==> src/rtl/rtc_etb_chan_pkg.sv <==
// Shared definitions for the RTC event-trigger channel.
//   - APB register byte offsets (CTRL, DELAY, STATUS, SWTRIG)
//   - CTRL / STATUS bit positions
//   - channel FSM state encoding
package rtc_etb_chan_pkg;

    localparam logic [7:0] OFF_CTRL   = 8'h0;
    localparam logic [7:0] OFF_DELAY  = 8'h4;
    localparam logic [7:0] OFF_STATUS = 8'h8;
    localparam logic [7:0] OFF_SWTRIG = 8'hC;

    localparam int CTRL_EN      = 0;
    localparam int CTRL_EDGE    = 1;
    localparam int CTRL_ONESHOT = 2;
    localparam int CTRL_IE      = 3;

    localparam int STAT_BUSY = 8;
    localparam int STAT_OVF  = 16;

    typedef enum logic [1:0] {
        IDLE  = 2'd0,
        DELAY = 2'd1,
        FIRE  = 2'd2
    } chan_state_e;

endpackage

==> src/rtl/rtc_etb_chan_if.sv <==
// APB slave bundle for the event-trigger channel.
//   psel/penable/pwrite/paddr/pwdata : driven by the APB master
//   prdata                           : returned by the channel
interface rtc_etb_chan_if #(
    parameter int ADDR_W = 4
);
    logic              psel;
    logic              penable;
    logic              pwrite;
    logic [ADDR_W-1:0] paddr;
    logic [31:0]       pwdata;
    logic [31:0]       prdata;

    modport master (output psel, penable, pwrite, paddr, pwdata, input prdata);
    modport slave  (input psel, penable, pwrite, paddr, pwdata, output prdata);
endinterface

==> src/rtl/rtc_etb_edge_det.sv <==
// Edge detector for the RTC source event.
//   clk, rst  : aortc_pclk and its synchronous active-high reset
//   din       : raw rtc_etb_trig
//   fall_sel  : 0 = rising edge, 1 = falling edge
//   pulse     : one-cycle pulse on the selected transition
// Build option RTC_ETB_CHAN_SYNC_EN inserts a 2-flop synchronizer in front
// of the detector (adds 2 cycles of latency); otherwise din must already be
// synchronous to clk.
module rtc_etb_edge_det (
    input  logic clk,
    input  logic rst,
    input  logic din,
    input  logic fall_sel,
    output logic pulse
);
    logic cur;
    logic prev_q;

`ifdef RTC_ETB_CHAN_SYNC_EN
    logic [1:0] sync_q;

    always_ff @(posedge clk) begin
        if (rst) sync_q <= 2'b00;
        else     sync_q <= {sync_q[0], din};
    end

    assign cur = sync_q[1];
`else
    assign cur = din;
`endif

    always_ff @(posedge clk) begin
        if (rst) prev_q <= 1'b0;
        else     prev_q <= cur;
    end

    assign pulse = fall_sel ? (prev_q & ~cur) : (cur & ~prev_q);

endmodule

==> src/rtl/rtc_etb_chan.sv <==
// RTC event-trigger channel. Counts RTC events in a saturating pending
// counter and emits one delayed single-cycle etb_rtc_trig per event.
//   aortc_pclk, aortc_rst : clock, synchronous active-high reset
//   apb                   : APB slave (CTRL 0x0, DELAY 0x4, STATUS 0x8, SWTRIG 0xC)
//   rtc_etb_trig          : source event from the RTC
//   etb_rtc_trig          : single-cycle destination trigger (registered)
//   rtc_etb_chan_intr     : level interrupt, ovf & CTRL.ie
// Build option RTC_ETB_CHAN_SYNC_EN: synchronize rtc_etb_trig (see edge_det).
module rtc_etb_chan
    import rtc_etb_chan_pkg::*;
#(
    parameter int PEND_W = 4,
    parameter int DLY_W  = 16,
    parameter int ADDR_W = 4
) (
    input  logic          aortc_pclk,
    input  logic          aortc_rst,
    rtc_etb_chan_if.slave apb,
    input  logic          rtc_etb_trig,
    output logic          etb_rtc_trig,
    output logic          rtc_etb_chan_intr
);
    logic              ctrl_en, ctrl_edge, ctrl_oneshot, ctrl_ie;
    logic [DLY_W-1:0]  dly_q, cnt_q;
    logic [PEND_W-1:0] pend_q;
    logic              ovf_q;
    chan_state_e       state_q;
    logic              edge_pulse;

    rtc_etb_edge_det u_edge (
        .clk      (aortc_pclk),
        .rst      (aortc_rst),
        .din      (rtc_etb_trig),
        .fall_sel (ctrl_edge),
        .pulse    (edge_pulse)
    );

    // Word decode; paddr[1:0] is ignored.
    logic hit_ctrl, hit_delay, hit_status, hit_swtrig;
    assign hit_ctrl   = apb.paddr[ADDR_W-1:2] == OFF_CTRL[ADDR_W-1:2];
    assign hit_delay  = apb.paddr[ADDR_W-1:2] == OFF_DELAY[ADDR_W-1:2];
    assign hit_status = apb.paddr[ADDR_W-1:2] == OFF_STATUS[ADDR_W-1:2];
    assign hit_swtrig = apb.paddr[ADDR_W-1:2] == OFF_SWTRIG[ADDR_W-1:2];

    logic wr, rd;
    assign wr = apb.psel & apb.penable & apb.pwrite;
    assign rd = apb.psel & ~apb.pwrite;

    logic ev, deq, pend_max, ovf_set, ovf_clr;
    assign ev       = ctrl_en & (edge_pulse | (wr & hit_swtrig & apb.pwdata[0]));
    assign deq      = ctrl_en & (state_q == IDLE) & (pend_q != '0);
    assign pend_max = &pend_q;
    // A dequeue in the same cycle frees a slot, so only a lone event overflows.
    assign ovf_set  = ev & ~deq & pend_max;
    assign ovf_clr  = wr & hit_status & apb.pwdata[STAT_OVF];

    always_comb begin
        apb.prdata = '0;
        if (rd) begin
            if (hit_ctrl) begin
                apb.prdata[CTRL_EN]      = ctrl_en;
                apb.prdata[CTRL_EDGE]    = ctrl_edge;
                apb.prdata[CTRL_ONESHOT] = ctrl_oneshot;
                apb.prdata[CTRL_IE]      = ctrl_ie;
            end else if (hit_delay) begin
                apb.prdata[DLY_W-1:0] = dly_q;
            end else if (hit_status) begin
                apb.prdata[PEND_W-1:0] = pend_q;
                apb.prdata[STAT_BUSY]  = state_q != IDLE;
                apb.prdata[STAT_OVF]   = ovf_q;
            end
        end
    end

    always_ff @(posedge aortc_pclk) begin
        if (aortc_rst) begin
            ctrl_en      <= 1'b0;
            ctrl_edge    <= 1'b0;
            ctrl_oneshot <= 1'b0;
            ctrl_ie      <= 1'b0;
            dly_q        <= '0;
            cnt_q        <= '0;
            pend_q       <= '0;
            ovf_q        <= 1'b0;
            state_q      <= IDLE;
            etb_rtc_trig <= 1'b0;
        end else begin
            etb_rtc_trig <= 1'b0;

            if (wr && hit_ctrl) begin
                ctrl_en      <= apb.pwdata[CTRL_EN];
                ctrl_edge    <= apb.pwdata[CTRL_EDGE];
                ctrl_oneshot <= apb.pwdata[CTRL_ONESHOT];
                ctrl_ie      <= apb.pwdata[CTRL_IE];
            end
            if (wr && hit_delay) dly_q <= apb.pwdata[DLY_W-1:0];

            // Set has priority over a simultaneous W1C.
            ovf_q <= ovf_set | (ovf_q & ~ovf_clr);

            if (!ctrl_en)                     pend_q <= '0;
            else if (ev && !deq && !pend_max) pend_q <= pend_q + PEND_W'(1);
            else if (deq && !ev)              pend_q <= pend_q - PEND_W'(1);

            // Disabling the channel abandons any in-flight event silently.
            if (!ctrl_en) begin
                state_q <= IDLE;
            end else begin
                case (state_q)
                    IDLE: if (pend_q != '0) begin
                        state_q <= DELAY;
                        cnt_q   <= dly_q;
                    end
                    DELAY: if (cnt_q == '0) state_q <= FIRE;
                           else             cnt_q   <= cnt_q - DLY_W'(1);
                    FIRE: begin
                        etb_rtc_trig <= 1'b1;
                        state_q      <= IDLE;
                        // Hardware clear overrides a software CTRL write this cycle.
                        if (ctrl_oneshot) ctrl_en <= 1'b0;
                    end
                    default: state_q <= IDLE;
                endcase
            end
        end
    end

    assign rtc_etb_chan_intr = ovf_q & ctrl_ie;

    logic unused_ok;
    assign unused_ok = &{1'b0, apb.paddr[1:0], apb.pwdata};

endmodule

==> src/flat_wrapper.sv <==
// flat-port wrapper written by rule: the top's interface ports become plain ports
module rtc_etb_chan_flat import rtc_etb_chan_pkg::*;
#(
    parameter int PEND_W = 4,
    parameter int DLY_W  = 16,
    parameter int ADDR_W = 4
)
  (aortc_pclk, aortc_rst, rtc_etb_trig, etb_rtc_trig, rtc_etb_chan_intr, apb_psel, apb_penable, apb_pwrite, apb_paddr, apb_pwdata, apb_prdata);
  rtc_etb_chan_if #(.ADDR_W(ADDR_W)) apb_i ();
  input  logic aortc_pclk;
  input  logic aortc_rst;
  input  logic rtc_etb_trig;
  output logic etb_rtc_trig;
  output logic rtc_etb_chan_intr;
  input wire logic [$bits(apb_i.psel)-1:0] apb_psel;
  input wire logic [$bits(apb_i.penable)-1:0] apb_penable;
  input wire logic [$bits(apb_i.pwrite)-1:0] apb_pwrite;
  input wire logic [$bits(apb_i.paddr)-1:0] apb_paddr;
  input wire logic [$bits(apb_i.pwdata)-1:0] apb_pwdata;
  output wire logic [$bits(apb_i.prdata)-1:0] apb_prdata;
  assign apb_i.psel = apb_psel;
  assign apb_i.penable = apb_penable;
  assign apb_i.pwrite = apb_pwrite;
  assign apb_i.paddr = apb_paddr;
  assign apb_i.pwdata = apb_pwdata;
  assign apb_prdata = apb_i.prdata;
  rtc_etb_chan #(.PEND_W(PEND_W), .DLY_W(DLY_W), .ADDR_W(ADDR_W)) u_core (.aortc_pclk(aortc_pclk), .aortc_rst(aortc_rst), .apb(apb_i), .rtc_etb_trig(rtc_etb_trig), .etb_rtc_trig(etb_rtc_trig), .rtc_etb_chan_intr(rtc_etb_chan_intr));
endmodule
==> config.mk <==
export PLATFORM = sky130hd
export DESIGN_NAME = rtc_etb_chan_flat
export DESIGN_NICKNAME = d
export VERILOG_FILES = /design/src/rtl/rtc_etb_chan_pkg.sv /design/src/rtl/rtc_etb_chan_if.sv /design/src/rtl/rtc_etb_edge_det.sv /design/src/rtl/rtc_etb_chan.sv /design/src/flat_wrapper.sv
export SDC_FILE = /design/constraint.sdc
export NUM_CORES = 1
export LEC_CHECK = 0
export BUFFER_PORTS_ARGS = -buffer_cell sky130_fd_sc_hd__buf_2
export CAP_MARGIN = 20
export CORE_MARGIN = 8
export CORE_UTILIZATION = 52
export CTS_CLUSTER_DIAMETER = 150
export DETAILED_ROUTE_END_ITERATION = 7
export GPL_TIMING_DRIVEN = 0
export PLACE_DENSITY_LB_ADDON = 0.08
export SYNTH_ARGS = -nofsm -noshare
export SYNTH_HDL_FRONTEND = slang
export SYNTH_SLANG_ARGS = --single-unit
==> constraint.sdc <==
create_clock -name aortc_pclk -period 2.93 [get_ports aortc_pclk]
set_input_delay 0.293 -clock aortc_pclk [delete_from_list [all_inputs] [get_ports aortc_pclk]]
set_output_delay 0.293 -clock aortc_pclk [all_outputs]
set_load 0.01 [all_outputs]
==> results.md <==
- Post-synth EDFFs: 0
- Vias: 2697
- Maximum VDD drop: roughly 330 uV
- Fraction of layout instances using a drive strength above 1: 0.210
- Crit Path Category: register to register
- Die area: roughly 7800 um2
- Overall die width: 88.2 um
- Most common cell after layout, fill and taps aside: nand2_1
- Synth Flop Type: dfxtp_1
- Clock Skew: between 10 and 15 ps
- Placer Congestion: ~0.87
- Die height: 88.2 um
- Minimum clock period: about 2700 ps
- PwrDens: slightly below 400 nW/um2
- Setup slack at placement: ~360 ps
- Most frequent cells in the layout: nand2_1 (61), dfxtp_1 (45), buf_2 (43)
- Leakage power: around 0.0013 uW
- Final setup vio count: 0
- Largest net degree at the start of global routing: 15
- Slew HR: 0.557
- Fmax achieved: approximately 370 MHz
- Register area: approximately 900 um2
- Required time of the critical path: around 3200 ps
- Row Count: 26
- Number of nets with antenna violations after routing: 0
- Max-slew violation count: 0
- Asr flop ratio synth: 0
- CTS Buf Count: 5
- Vias in the first global route: between 2000 and 3000
- CTS tree: yes
- Outcome: complete, no violations
- Number of diodes: 0
- Root buffer cell: clkbuf_8
- Drt wl/cell: roughly 15 um
- Final WL: 7260 um
- Worst skew pair latency: about 310 ps
- Total track usage: 0.199
- Worst EP arrival: roughly 2900 ps
- Max cap viols: 0
- Synth unique cells: 58
- DRC viols: 0
- Post-CTS Setup Bufs: 0
- RSZ-0062 raised after global routing: false
- Worst Slack Setup Final: between 200 and 300 ps
- Starting density of the core: 0.534
- P&R area growth vs syn: 17.2%
- Register area share after synthesis: 0.333
- Number of I/O pins: between 70 and 80
- TNS Setup: 0 ps
- Final Hold Fails: 0
- First-pass GRT wire length: 12200 um
- Resize count post-CTS: 0
- Dpl hpwl: 5400 um
- Max Root-Sink Buffers: 2
- Initial DRC Count: between 300 and 400
- Min-delay worst type: primary input to register
- CORE AREA: slightly above 5000 um2
- Hold buffer count at CTS: 0
- #FFs+latches synth: 45
- Ys Warns: 0
- Clock transition at path regs: about 100 ps
- Multi-input gate area: about 1600 um2
- CTS sink cnt: between 40 and 50
- Buffers on Ports: a little over 40
- Initial antenna violation count: 0
- Syn Area/Cell: about 7.5 um2
- Post-Synthesis Cell Area: between 2000 and 3000 um2
- Gr ovfl total: 0
- Detailed Routing Iterations Pass 1: 5
- Startpoint types: register
- Tcrit/Tclk final: 0.911
- Endpoint type of the worst setup path: register
- Final nets: around 470
- Mapped Cells: approximately 360
- Least-Margin Pin Slew: approximately 660 ps
- Vias per cell: 5.46
- Hold WS: about 210 ps
- CP Max Fanout: 8
- Fillers: around 500
- Htree depth: 2
## Yosys cell counts, types with 3 or more instances
| cell | instances | share of area |
|---|---|---|
| a21oi_1 | 37 | 0.068 |
| a21oi_2 | 8 | 0.026 |
| a22o_1 | 3 | 0.0097 |
| and2_1 | 14 | 0.032 |
| buf_4 | 15 | 0.042 |
| clkbuf_1 | 15 | 0.021 |
| dfxtp_1 | 45 | 0.33 |
| ha_1 | 3 | 0.014 |
| inv_1 | 4 | 0.0055 |
| mux2i_1 | 8 | 0.030 |
| nand2_1 | 61 | 0.085 |
| nand2b_1 | 7 | 0.016 |
| nand3_1 | 5 | 0.0092 |
| nor2_1 | 39 | 0.054 |
| nor2b_1 | 4 | 0.0092 |
| nor3_1 | 12 | 0.022 |
| o21a_1 | 3 | 0.0083 |
| o21ai_0 | 20 | 0.037 |
| o21ai_1 | 4 | 0.0074 |
| o21ai_2 | 5 | 0.016 |
| or3_1 | 4 | 0.0092 |
| or4_1 | 3 | 0.0083 |
## flip-flops by register name, summed over array words and instances, names as in the netlist
register	cells
u_core.cnt_q	16
u_core.dly_q	16
u_core.pend_q	4
u_core.state_q	2
u_core.ctrl_edge	1
u_core.ctrl_en	1
u_core.ctrl_ie	1
u_core.ctrl_oneshot	1
u_core.etb_rtc_trig	1
u_core.ovf_q	1
u_core.u_edge.prev_q	1
## stage by stage
| stage | cell area [um2] | instances | power, uW | utilization |
|---|---|---|---|---|
| floorplan | 2760 | 375 | 723 | - |
| global placement | 3050 | 486 | 757 | 0.602 |
| detailed placement | 3050 | 486 | 759 | 0.602 |
| CTS | 3170 | 494 | 1250 | 0.625 |
| global route | 3170 | 494 | 1300 | 0.625 |
| finish | 3170 | 494 | 1250 | 0.625 |
## cells by family after synthesis
logic type | after synthesis | share of synthesized area
xor gates and xnor gates | 1 | 0.00323
AOI/OAI and AO/OA | 99 | 0.232
DFF | 45 | 0.333
and+or+nand+nor | 164 | 0.296
other | 1 | 0.00138
buffers and inverters | 38 | 0.0804
muxes | 9 | 0.0337
adders and majority gates | 4 | 0.0212
## worst paths after layout
check / to / depth (start not counted) / startpoint / slack (ps)
worst max-delay path: u_core.pend_q[3] / 10 / u_core.pend_q[0] / 260
worst min-delay path: u_core.dly_q[9] / 3 / apb_pwdata[9] / 210
worst max register to register: u_core.pend_q[3] / 10 / u_core.pend_q[0] / 260
worst min register to register: u_core.dly_q[12] / 2 / u_core.dly_q[12] / 470
## critical path, cell delays in order, from the launching register on
cell and delay (ps):
dfxtp_1 410, nor4_1 560, o21ai_0 220, a21oi_1 150, nand2_1 130, ha_1 290, a21o_1 170, a21oi_1 180
and4_1 240, nor3_1 60, nor3_1 180
## per-layer routing
layer	wire, um	vias to the layer above	track usage
met5	0	-	0
met4	98	0	0.0584
met3	589	9	0.0535
met2	3190	107	0.316
met1	3380	1229	0.257
li1	-	1352	-
## power breakdown
group | switching (uW) | total [uW] | internal, uW | leakage, uW
Clock | 227 | 505 | 278 | 0.0000574
Sequential | 6.15 | 623 | 617 | 0.000363
Combinational | 72.5 | 125 | 52.2 | 0.000882
## final cells by class
class,instances,share of cell area
Multi-Input combinational cell,292,0.518
Sequential cell,45,0.284
Timing Repair Buffer,41,0.0646
Buffer,34,0.0639
Tap cell,70,0.0276
Clock buffer,6,0.0260
Clock inverter,2,0.0118
Inverter,4,0.00473
Power figures use the tool's default switching activity.
